File: src/rtl/uart_rx.sv
// 8N1 UART receiver, LSB first, oversampled at the system clock.
// Pairs with uart_tx through a shared clk_per_bit value.
module uart_rx #(
    parameter int clk_per_bit = 10417
) (
    input  logic       i_clk,
    input  logic       i_rst,
    input  logic       i_rx_serial_data,
    output logic [7:0] o_rx_byte,
    output logic       o_rx_valid,
    output logic       o_rx_frame_err,
    output logic       o_rx_busy
);

    localparam int CW = (clk_per_bit > 1) ? $clog2(clk_per_bit) : 1;
    localparam logic [CW-1:0] HALF = CW'((clk_per_bit - 1) / 2);
    localparam logic [CW-1:0] LAST = CW'(clk_per_bit - 1);

    typedef enum logic [2:0] {
        S_IDLE,
        S_START,
        S_DATA,
        S_STOP,
        S_DONE,
        S_BREAK
    } state_t;

    state_t          state, state_nxt;
    logic [CW-1:0]   count, count_nxt;
    logic [2:0]      bit_idx, bit_idx_nxt;
    logic [7:0]      shift, shift_nxt;
    logic [7:0]      byte_nxt;
    logic            valid_nxt;
    logic            ferr_nxt;
    logic            rx_meta;
    logic            rx_s;

    // Synchroniser flops reset to the idle line level so reset never looks like a start bit.
    always_ff @(posedge i_clk or posedge i_rst) begin
        if (i_rst) begin
            rx_meta <= 1'b1;
            rx_s    <= 1'b1;
        end else begin
            rx_meta <= i_rx_serial_data;
            rx_s    <= rx_meta;
        end
    end

    always_ff @(posedge i_clk or posedge i_rst) begin
        if (i_rst) begin
            state          <= S_IDLE;
            count          <= '0;
            bit_idx        <= '0;
            shift          <= '0;
            o_rx_byte      <= '0;
            o_rx_valid     <= 1'b0;
            o_rx_frame_err <= 1'b0;
        end else begin
            state          <= state_nxt;
            count          <= count_nxt;
            bit_idx        <= bit_idx_nxt;
            shift          <= shift_nxt;
            o_rx_byte      <= byte_nxt;
            o_rx_valid     <= valid_nxt;
            o_rx_frame_err <= ferr_nxt;
        end
    end

    always_comb begin
        state_nxt   = state;
        count_nxt   = count;
        bit_idx_nxt = bit_idx;
        shift_nxt   = shift;
        byte_nxt    = o_rx_byte;
        valid_nxt   = 1'b0;
        ferr_nxt    = 1'b0;

        case (state)
            S_IDLE: begin
                if (!rx_s) begin
                    state_nxt = S_START;
                    count_nxt = '0;
                end
            end
            // Re-check the line at mid start bit; a high level here was a glitch.
            S_START: begin
                if (count == HALF) begin
                    count_nxt = '0;
                    if (!rx_s) begin
                        state_nxt   = S_DATA;
                        bit_idx_nxt = '0;
                    end else begin
                        state_nxt = S_IDLE;
                    end
                end else begin
                    count_nxt = count + 1'b1;
                end
            end
            S_DATA: begin
                if (count == LAST) begin
                    count_nxt          = '0;
                    shift_nxt[bit_idx] = rx_s;
                    if (bit_idx == 3'd7) begin
                        state_nxt = S_STOP;
                    end else begin
                        bit_idx_nxt = bit_idx + 1'b1;
                    end
                end else begin
                    count_nxt = count + 1'b1;
                end
            end
            S_STOP: begin
                if (count == LAST) begin
                    count_nxt = '0;
                    if (rx_s) begin
                        byte_nxt  = shift;
                        valid_nxt = 1'b1;
                        state_nxt = S_DONE;
                    end else begin
                        ferr_nxt  = 1'b1;
                        state_nxt = S_BREAK;
                    end
                end else begin
                    count_nxt = count + 1'b1;
                end
            end
            S_DONE: begin
                state_nxt = S_IDLE;
            end
            // A line held low after a bad stop bit must not retrigger as a new start.
            S_BREAK: begin
                if (rx_s) begin
                    state_nxt = S_IDLE;
                end
            end
            default: begin
                state_nxt = S_IDLE;
            end
        endcase
    end

    assign o_rx_busy = (state != S_IDLE);

endmodule

File: config.mk
export PLATFORM = sky130hd
export DESIGN_NAME = uart_rx
export DESIGN_NICKNAME = d
export VERILOG_FILES = /design/src/rtl/uart_rx.sv
export SDC_FILE = /design/constraint.sdc
export NUM_CORES = 1
export LEC_CHECK = 0
export ABC_AREA = 0
export BUFFER_PORTS_ARGS = -buffer_cell sky130_fd_sc_hd__buf_2
export CAP_MARGIN = 30
export CORE_MARGIN = 4
export CORE_UTILIZATION = 35
export DETAILED_ROUTE_END_ITERATION = 6
export PLACE_DENSITY = 0.62
export SETUP_SLACK_MARGIN = 0.1
export SKIP_CTS_REPAIR_TIMING = 1
export SLEW_MARGIN = 30
export SYNTH_ARGS = -nofsm -noshare
export SYNTH_HDL_FRONTEND = slang
export SYNTH_SLANG_ARGS = --single-unit
File: constraint.sdc
create_clock -name i_clk -period 5 [get_ports i_clk]
set_clock_uncertainty 0.15 [all_clocks]
set_input_delay 1.5 -clock i_clk [delete_from_list [all_inputs] [get_ports i_clk]]
set_output_delay 1.5 -clock i_clk [all_outputs]
set_load 0.03 [all_outputs]
Word-level counts from Yosys, hierarchy flattened
Cells that the tools add are included.

Output and inout bits: 11. Logic and storage cells: 66. Flip-flop bits (word level): 40. Input port bits: 3.

Eq/ne operators: 15. Magnitude comparators: 2. Reductions and logical operators: 11. Muxes and demuxes: 27. $add $sub $neg: 2.

Operator list (number): $mux W14 (3); $pmux W14 S3 (1); $mux W3 (10); $ne A2 B2 Y1 const B (8); $pmux W3 S5 (1); $add A14 B1 Y14 const B (1); $eq A14 B13 Y1 const B (1); $eq A14 B14 Y1 const B (1); $bwmux W8 (1); $mux W1 (8); $eq A3 B2 Y1 const B (2); $eq A3 B3 Y1 const B (2); $pmux W3 S2 (1); $reduce_and A6 Y1 (1); $reduce_bool A3 Y1 (2); $reduce_and A5 Y1 (1); $lt A3 B4 Y1 const B (1); $reduce_and A2 Y1 (2); $add A3 B1 Y3 const B (1); $demux W1 S3 (1); $eq A3 B1 Y1 const B (1); $ge A3 B1 Y1 const B (1); $logic_not A3 Y1 (1); $reduce_and A3 Y1 (1); 4 further kinds (4).

Longest topological paths before layout
Depth in word-level cells: 5. Gate-level depth with buffers: 8. Mapped depth without buffers: 7.

Least setup slack after synthesis
OpenSTA, ideal clock, no wires.

Path kind: reg2out. Start: reg state[2]. End: out o_rx_busy. Setup slack: 2312 ps. Data required time: 3350 ps. Cell stages (with the launch flop): 3. Arrival: 1038 ps. Path buffers: 1. Cells stage by stage: dfrtp_1 > clkbuf_1 > or3_1.

Cells in the longest elaborated chain, start to end: 1.

Ends and longest elaborated chain: start: declaration (RTL line 28) `state_t state, state_nxt;`; start signal: assignment (RTL line 59) `state <= state_nxt;`; $reduce_bool A3 Y1 (RTL line 142) `assign o_rx_busy = (state != S_IDLE);`; end: declaration (RTL line 12) `output logic o_rx_busy`.

Every way passes these cells.

Worst setup path in the final report
Start: reg state[1]. End: out o_rx_busy.

Same word-level chain as after synthesis.

==> flow_metrics.tcl <==
set metrics [dict create \
    synth_compound_area_share_pct 11.3 \
    die_w_um 84.5 \
    wire_per_inst_um 13.4 \
    clk_latency_ns 0.29 \
    num_rows 27 \
    synth_cells 191 \
    vias_per_cell 5.16 \
    synth_seq_cells 40 \
    end_kind "primary output" \
    hold_class "flip-flop to flip-flop" \
    io_pins 14 \
    postRouteAntennaNets 0 \
    slew_viol_final 0 \
    yosysTopAreaCellShare_pct 46.4 \
    ys_seq_area_share_pct 49.0 \
    total_power_mw 0.644 \
    fmax_ghz 0.333 \
    synth_mux_area_share_pct 10.4 \
    tightest_slew_ns 0.630 \
    routed-via-count 1425 \
    root_buffer "clkbuf_8" \
    drive_above_1_share_pct 26.0 \
    dp.final_hpwl_mm 2.46 \
    synth_top_family_by_area "simple AND/OR/NAND/NOR gates" \
    finalCriticalPeriod_ns 3.00 \
    path_class "flip-flop to primary output" \
    p_leak_nw 1.07 \
    required_ns 3.35 \
    place.gp.congestion 0.774 \
    hold_viol_final 0 \
    numCtsBuffers 5 \
    cts.clk_slew.worst_paths_ns 0.08 \
    die_height_um 84.5 \
    port_buffers 13 \
    power_density_nw_per_um2 281 \
    synthTopCellsByArea "dfrtp_1, mux2_2, nand2_1" \
    start_util_pct 36.5 \
    r2r_slack_ns 2.17 \
    syn_area_per_cell_um2 10.7 \
    clock_sinks 40 \
    crit_arrival_ns 1.35 \
    cts-htree-levels 2 \
    grt_pass1_wl_mm 6.41 \
    dr.first_iter.drc_count 95 \
    relSlewSlack_pct 57.8 \
    fin_crit_sh_pct 60.1 \
    start_kind "flip-flop" \
    area_growth_pct 12.0 \
    diodes 0 \
    rsz0062_at_grt "false" \
    final_cell_mix "dfrtp_1, nand2_1, mux2_2, buf_2, nor2_1" \
    drv_cap 0 \
    firstDrtPassIters 4 \
    synth_top_area_cell "dfrtp_1" \
    yosys_warnings 0 \
    final_core_util_pct 40.9 \
    tns_ns 0 \
    synthSimpleGateAreaFrac_pct 22.1 \
    final_common_cell "dfrtp_1" \
    wirelength_mm 3.71 \
    synth_cell_types 44 \
    setup_viol 0 \
    syn-num-nets 198 \
    grt_max_degree 41 \
    grt_usage_pct 11.1 \
    coreArea_um2 5610 \
    fin_nets 210 \
    die_area_um2 7140 \
    drc 0 \
    grt_overflow 0 \
    cts_buffer_depth 2 \
    yosys.area_share.xor_xnor_pct 0.855 \
    grt_antenna_before_repair 0 \
    grt_pass1_vias 1346 \
    outcome "finished clean" \
    cts_tree "built" \
    ir_drop_mv 0.107 \
    cp_max_fo 14 \
    synthAdderAreaFrac_pct 2.44 \
    syn_area_um2 2050 \
]
==> registers in the layout, summed over array words and instances, names as in the netlist <==
signal	count
bit_idx	3
state	3
count	14
o_rx_frame_err	1
rx_s	1
shift	8
o_rx_valid	1
o_rx_byte	8
rx_meta	1
==> per-stage QoR <==
stage                     area [um2]  cells  hold WS [ns]  setup WS (ns)
after CTS                       2290    276         0.209           2.00
after global routing            2290    276         0.211           1.93
after detailed placement        2160    268         0.197           2.17
final                           2290    276         0.207           2.00
after global placement          2160    268         0.196           2.23
after floorplan                 2050    191         0.195           2.31
==> layout make-up <==
class / instances / area (um2)
fill: 543 / 3310
sequential: 40 / 1000
multi-input combinational: 135 / 965
tap: 72 / 90.1
timing repair buffer: 15 / 80.1
clock buffer: 6 / 72.6
clock inverter: 2 / 60.1
inverter: 6 / 22.5
==> cells by family (layout without fill, tap and decap cells) <==
group | after synthesis | after routing
AOI/OAI and AO/OA | 35 | 35
and+or+nand+nor | 75 | 75
xor gates and xnor gates | 2 | 2
DFF | 40 | 40
adders and majority gates | 4 | 4
buffers and inverters | 16 | 29
muxes | 19 | 19
==> cells in the mapped netlist (all sizes together) <==
cell type and count:
o32ai 1, o22ai 1, and2 2, nand2 17
a31oi 5, or4b 2, a21boi 1, nand2b 5
o21bai 1, or2 1, dfstp 2, or3 4
xnor2 2, a22o 5, nand4 1, inv 6
and4 2, nand3b 3, dfrtp 38, mux2 19
ha 4, and4b 1, nand3 8, nor3 3
clkbuf 6, a21oi 6, a31o 1, or3b 3
o32a 1, nor2 12, and3 5, a41oi 3
nor3b 2, nor2b 2, nor4 2, buf 4
o21ai 10
==> routing by layer <==
layer	routed length [um]	track usage [%]	vias to the layer above
li1	-	-	719
met1	1850	15.1	673
met2	1620	16.2	26
met3	146	2.65	7
met4	90	5.90	0
met5	0	0	-
==> worst paths after layout <==
path / from / end / cells after the start
worst max-delay path: state[1]$_DFFE_PP0P_ / o_rx_busy / 2
worst min-delay path: rx_meta$_DFF_PP1_ / rx_s$_DFF_PP1_ / 0
worst max register to register: count[0]$_DFFE_PP0P_ / shift[2]$_DFFE_PP0P_ / 7
worst min register to register: rx_meta$_DFF_PP1_ / rx_s$_DFF_PP1_ / 0
max in group asynchronous: i_rst / rx_s$_DFF_PP1_ / 3
min in group asynchronous: i_rst / o_rx_byte[6]$_DFFE_PP0P_ / 3
==> worst max-delay path, stage by stage, from the launching register on <==
cell     delay [ns]
dfrtp_1        0.53
or3_1          0.35
buf_2          0.18
==> power breakdown <==
part	internal [mW]	switching, mW
Combinational	0.00176	0.00694
Clock	0.200	0.109
Sequential	0.325	0.00147
Note: power is estimated with default switching activity, not from simulation.
